### src/rtl/ssd_page_scheduler.sv
`default_nettype none
// +--------------------------------------------------------------------------+
// | Module   : ssd_page_scheduler                                            |
// | Purpose  : Drives a 4-digit seven-segment display from up to four 16-bit |
// |            debug pages. Handles digit scan timing, anode blanking,       |
// |            frame-boundary snapshotting and push-button page selection.   |
// | Ports    : clk, reset (async, active-high)                               |
// |            page_btn   raw push-button input                              |
// |            freeze     hold the current snapshot                          |
// |            page_valid per-page selectable mask                           |
// |            page_data0..3  page values                                    |
// |            an, seg, dp    active-low display pins (an[0] = rightmost)    |
// |            page_sel   selected page; frame_tick  frame boundary pulse    |
// | Revision : 1.0  initial release                                          |
// +--------------------------------------------------------------------------+
module ssd_page_scheduler #(
  parameter int SCAN_DIV  = 200000,
  parameter int BLANK_CYC = 2000,
  parameter int DEB_CYC   = 1000000
) (
  input  logic        clk,
  input  logic        reset,
  input  logic        page_btn,
  input  logic        freeze,
  input  logic [3:0]  page_valid,
  input  logic [15:0] page_data0,
  input  logic [15:0] page_data1,
  input  logic [15:0] page_data2,
  input  logic [15:0] page_data3,
  output logic [3:0]  an,
  output logic [6:0]  seg,
  output logic        dp,
  output logic [1:0]  page_sel,
  output logic        frame_tick
);

  localparam int CNT_W = (SCAN_DIV > 1) ? $clog2(SCAN_DIV) : 1;
  localparam int DEB_W = $clog2(DEB_CYC + 1);
  localparam logic [CNT_W-1:0] CNT_LAST  = CNT_W'(SCAN_DIV - 1);
  localparam logic [CNT_W-1:0] BLANK_END = CNT_W'(BLANK_CYC);
  localparam logic [DEB_W-1:0] DEB_LAST  = DEB_W'(DEB_CYC - 1);

  // Active-low hex glyphs, {a,b,c,d,e,f,g}
  function automatic logic [6:0] glyph(input logic [3:0] h);
    case (h)
      4'h0:    glyph = 7'b0000001;
      4'h1:    glyph = 7'b1001111;
      4'h2:    glyph = 7'b0010010;
      4'h3:    glyph = 7'b0000110;
      4'h4:    glyph = 7'b1001100;
      4'h5:    glyph = 7'b0100100;
      4'h6:    glyph = 7'b0100000;
      4'h7:    glyph = 7'b0001111;
      4'h8:    glyph = 7'b0000000;
      4'h9:    glyph = 7'b0000100;
      4'hA:    glyph = 7'b0001000;
      4'hB:    glyph = 7'b1100000;
      4'hC:    glyph = 7'b0110001;
      4'hD:    glyph = 7'b1000010;
      4'hE:    glyph = 7'b0110000;
      default: glyph = 7'b0111000;  // F
    endcase
  endfunction

  logic [CNT_W-1:0] cnt;
  logic [1:0]       d;
  logic [15:0]      snap;
  logic             btn_s1;
  logic             btn_s2;
  logic             btn_level;
  logic [DEB_W-1:0] deb_cnt;

  logic        slot_end;
  logic        frame;
  logic        blank;
  logic [15:0] sel_data;
  logic [1:0]  next_page;
  logic [1:0]  cand;
  logic        btn_mismatch;
  logic        btn_accept;
  logic        press;
  logic        advance;
  logic [3:0]  nib;

  assign slot_end     = (cnt == CNT_LAST);
  assign frame        = slot_end && (d == 2'd3);
  assign blank        = (cnt < BLANK_END);
  assign nib          = snap[{d, 2'b00} +: 4];

  // The accepted level flips on the DEB_CYC-th consecutive mismatching cycle;
  // the press event is taken combinationally on that same cycle.
  assign btn_mismatch = (btn_s2 != btn_level);
  assign btn_accept   = btn_mismatch && (deb_cnt == DEB_LAST);
  assign press        = btn_accept && btn_s2;

  // A page whose valid bit dropped is abandoned at the next frame boundary.
  assign advance      = press || (frame && !page_valid[page_sel]);

  always_comb begin
    case (page_sel)
      2'd0:    sel_data = page_data0;
      2'd1:    sel_data = page_data1;
      2'd2:    sel_data = page_data2;
      default: sel_data = page_data3;
    endcase
  end

  // Nearest valid page after the current one; scanning from the farthest
  // candidate down lets the closest match win. Unchanged if none is valid.
  always_comb begin
    next_page = page_sel;
    cand      = page_sel;
    for (int i = 3; i >= 1; i--) begin
      cand = page_sel + 2'(i);
      if (page_valid[cand]) next_page = cand;
    end
  end

  always_ff @(posedge clk or posedge reset) begin
    if (reset) begin
      cnt        <= '0;
      d          <= 2'd0;
      snap       <= 16'h0000;
      btn_s1     <= 1'b0;
      btn_s2     <= 1'b0;
      btn_level  <= 1'b0;
      deb_cnt    <= '0;
      page_sel   <= 2'd0;
      frame_tick <= 1'b0;
      an         <= 4'b1111;
      seg        <= 7'b1111111;
      dp         <= 1'b1;
    end else begin
      // Scan prescaler and digit index
      cnt <= slot_end ? '0 : cnt + 1'b1;
      if (slot_end) d <= d + 2'd1;

      frame_tick <= frame;

      // Snapshot uses the page selected in this cycle, before any advance
      if (frame && !freeze)
        snap <= (page_valid == 4'b0000) ? 16'h0000 : sel_data;

      // Debounce
      btn_s1 <= page_btn;
      btn_s2 <= btn_s1;
      if (!btn_mismatch || btn_accept) deb_cnt <= '0;
      else                             deb_cnt <= deb_cnt + 1'b1;
      if (btn_accept) btn_level <= btn_s2;

      if (advance) page_sel <= next_page;

      // Display pins, one cycle behind (cnt, d)
      an  <= blank ? 4'b1111 : ~(4'b0001 << d);
      seg <= glyph(nib);
      if (blank)       dp <= 1'b1;
      else if (freeze) dp <= (d != 2'd3);
      else             dp <= (d != page_sel);
    end
  end

endmodule
`default_nettype wire
### config.mk
export PLATFORM = sky130hd
export DESIGN_NAME = ssd_page_scheduler
export DESIGN_NICKNAME = d
export VERILOG_FILES = /design/src/rtl/ssd_page_scheduler.sv
export SDC_FILE = /design/constraint.sdc
export NUM_CORES = 1
export LEC_CHECK = 0
export BUFFER_PORTS_ARGS = -buffer_cell sky130_fd_sc_hd__buf_2
export CAP_MARGIN = 20
export CORE_ASPECT_RATIO = 0.6
export CORE_MARGIN = 5
export CORE_UTILIZATION = 59
export CTS_BUF_LIST = sky130_fd_sc_hd__clkbuf_16
export CTS_CLUSTER_SIZE = 16
export DETAILED_ROUTE_END_ITERATION = 10
export HOLD_SLACK_MARGIN = 0.02
export PLACE_DENSITY = 0.92
export SYNTH_ARGS = -nofsm -noshare
export SYNTH_HDL_FRONTEND = slang
export SYNTH_SLANG_ARGS = --single-unit
### constraint.sdc
create_clock -name clk -period 4.67 [get_ports clk]
set_input_delay 1.1675 -clock clk [delete_from_list [all_inputs] [get_ports clk]]
set_output_delay 1.1675 -clock clk [all_outputs]
set_load 0.02 [all_outputs]
==> flow_summary.ini <==
[synth]
synthXorXnorAreaFrac_pct = 6.51
synth_fa_ha_area_share_pct = 4.80
synth_edf_count = 0
synth_compound_area_share_pct = 13.2
synthArstFlopShare_pct = 100
ys_warn_count = 0
synth-main-ff-cell = dfrtp_1
yosysTopAreaCell = dfrtp_1
ys_types = 53
synth_top_family_by_area = simple AND/OR/NAND/NOR gates
synthSimpleGateAreaFrac_pct = 22.2
synth_nets = 530
postSynthAreaPerCell_um2 = 9.43
muxShareOfSynthArea_pct = 4.77
netlist.area_leader.share_pct = 37.2
synth-seq-cells = 74
synth.area.top_cells = dfrtp_1 37%, dfstp_2 7.6%, nand2_1 6.8%, ha_1 4.8%, xnor2_1 4.2%
synthesis.area_um2 = 4170
synth_seq_area_share_pct = 44.8
syn_inst = 442

[setup_path]
crit_type = reg -> out
worstPathRequired_ns = 3.50
cp_max_fo = 18
cp_slowest_cell = dfrtp_1
crit_family = flip-flops
crit_path_start_kind = flip-flop
slowest_delay_ns = 0.73
arrival_ns = 1.35
path_cells = buf_2
path_buf_inv = 1
cp-end-kind = output port

[grt]
grtUsageTotal_pct = 23.8
grt.overflow.total = 0
grt_first_pass_wirelength_um = 16900
grt_max_degree = 46
grt_pass1_vias = 3417
grt_antenna_before_repair = 1

[power_and_ir_drop]
p_per_area_nw_per_um2 = 314
clkPwrFrac_pct = 47.0
power_mw = 1.55
swShare_pct = 24.4
comb_power_share_pct = 10.5
power.internal_mw = 1.17
ir_drop_mv = 0.351
p_leak_nw = 2.21
p_sw_uw = 378
power_frac_seq_pct = 42.5

[finish]
final_cell_mix = 86 x buf_2, 76 x nand2_1, 62 x dfrtp_1
nets = 605
syn2layout_area_growth_pct = 18.3
final_common_cell = buf_2
final_layout_size_suffix_gt1_share_pct = 25.5
insertedDiodeCount = 0

[cts]
root_buffer = clkbuf_16
cts_max_level = 3
insertion_delay_ns = 0.34
cts.path.max_buffers = 2
numCtsBuffers = 9
cts.sinks = 74
cts.clk_slew.worst_paths_ns = 0.06
cts_tree = built
hold_buffers = 0
cts_setup_buffers = 0
postCtsResizedCells = 0

[min_path]
min_path_type = reg -> reg

[outcome]
status = completed

[routing]
wl_met1_um = 4690
vias = 3625
wl_um = 10300
dr.pass1.iters = 7
top_layer_used = met5
routed_via_density = 5.95
first_iter_violations = 395
drc = 0
wl_met2_um = 4640
wl_met3_um = 853
avgRoutedWirePerCell_um = 16.9
drtAntennaViolNets = 0

[die]
start_util_pct = 61.6
dieHeight_um = 75.1
die_width_um = 119
rows = 23
dieArea_um2 = 8900
fp.coreArea_um2 = 6760
ios = 87

[sta]
maxSlewHeadroom_pct = 38.6
timing.final.max_slew_violations = 0
setup_viol_count_final = 0
setup_slack_ns = 2.15
whs_ns = 0.395
period_needed_ns = 2.52
finalHoldViolCount = 0
fin_skew_ns = 0.00791
fmax_mhz = 396
rsz0062_at_grt = no
setup_tns_ns = 0
worst_pin_slew_ns = 0.919
finalCritPeriodShare_pct = 54.0

[run]
cap_viol_max_count = 0

[place]
gp_congestion = 0.841
dp_slack_ns = 2.03
portBuffers = 86
post-dp-hpwl_um = 7550
[Yosys cell counts (all sizes together), types with 8 or more instances]
| cell | count |
|---|---|
| nand2 | 76 |
| dfrtp | 62 |
| nor2 | 42 |
| o21ai | 40 |
| xnor2 | 20 |
| a222oi | 16 |
| clkbuf | 16 |
| ha | 16 |
| nand3 | 15 |
| dfstp | 12 |
| inv | 12 |
| xor2 | 11 |
| nor2b | 9 |
| nor4 | 8 |
[cell families (layout without fill, tap and decap cells)]
kind of cell | count (synthesis) | count (layout)
AO/OA/AOI/OAI | 81 | 81
flip-flops | 74 | 74
buffers and inverters | 35 | 115
XOR/XNOR | 31 | 31
multiplexers | 14 | 14
AND/OR/NAND/NOR | 191 | 191
adder cells (fa/ha/maj) | 16 | 16
[registers in the layout, summed over array words and instances, names as in the netlist, 2 cells and up]
signal and cells:
seg 7, deb_cnt 20, snap 16, cnt 18, page_sel 2, d 2
an 4
[path summary, 6_finish.rpt]
path	to	cells past startpoint	start	slack [ns]
setup / recovery	page_sel[1]	1	page_sel[1]$_DFFE_PP0P_	2.15
hold / removal	btn_s2$_DFF_PP0_	0	btn_s1$_DFF_PP0_	0.40
setup reg to reg	snap[0]$_DFFE_PP0P_	5	cnt[14]$_DFF_PP0_	2.16
hold reg to reg	btn_s2$_DFF_PP0_	0	btn_s1$_DFF_PP0_	0.40
max in group asynchronous	cnt[12]$_DFF_PP0_	3	reset	2.71
min in group asynchronous	deb_cnt[3]$_DFF_PP0_	2	reset	1.03
[per-stage QoR]
step	instance area, µm²	cells	util, %
after global routing	4930	609	72.9
after CTS	4930	609	72.9
final	4930	609	72.9
after detailed placement	4600	593	68.1
after floorplan	4170	442	-
after global placement	4600	593	68.1
[layer usage]
metal,global-route usage [%],vias to the layer above
met3,8.86,14
met2,34.0,169
li1,-,1716
met1,35.1,1724
met5,0,-
met4,4.78,2
[cell type report]
class | instances | area (µm²)
timing repair buffer | 87 | 438
clock inverter | 4 | 27.5
inverter | 12 | 45.0
clock buffer | 12 | 300
fill | 488 | 1830
tap | 87 | 109
sequential | 74 | 1870
multi-input combinational | 333 | 2150
[power groups by stage]
stage | registers [mW] | clock network (mW) | logic, mW
after global placement | 0.668 | 0 | 0.155
after global routing | 0.659 | 0.769 | 0.181
after floorplan | 0.665 | 0 | 0.105
after CTS | 0.658 | 0.737 | 0.161
after detailed placement | 0.669 | 0 | 0.160
final | 0.658 | 0.729 | 0.163
(Power assumes the default switching activity.)
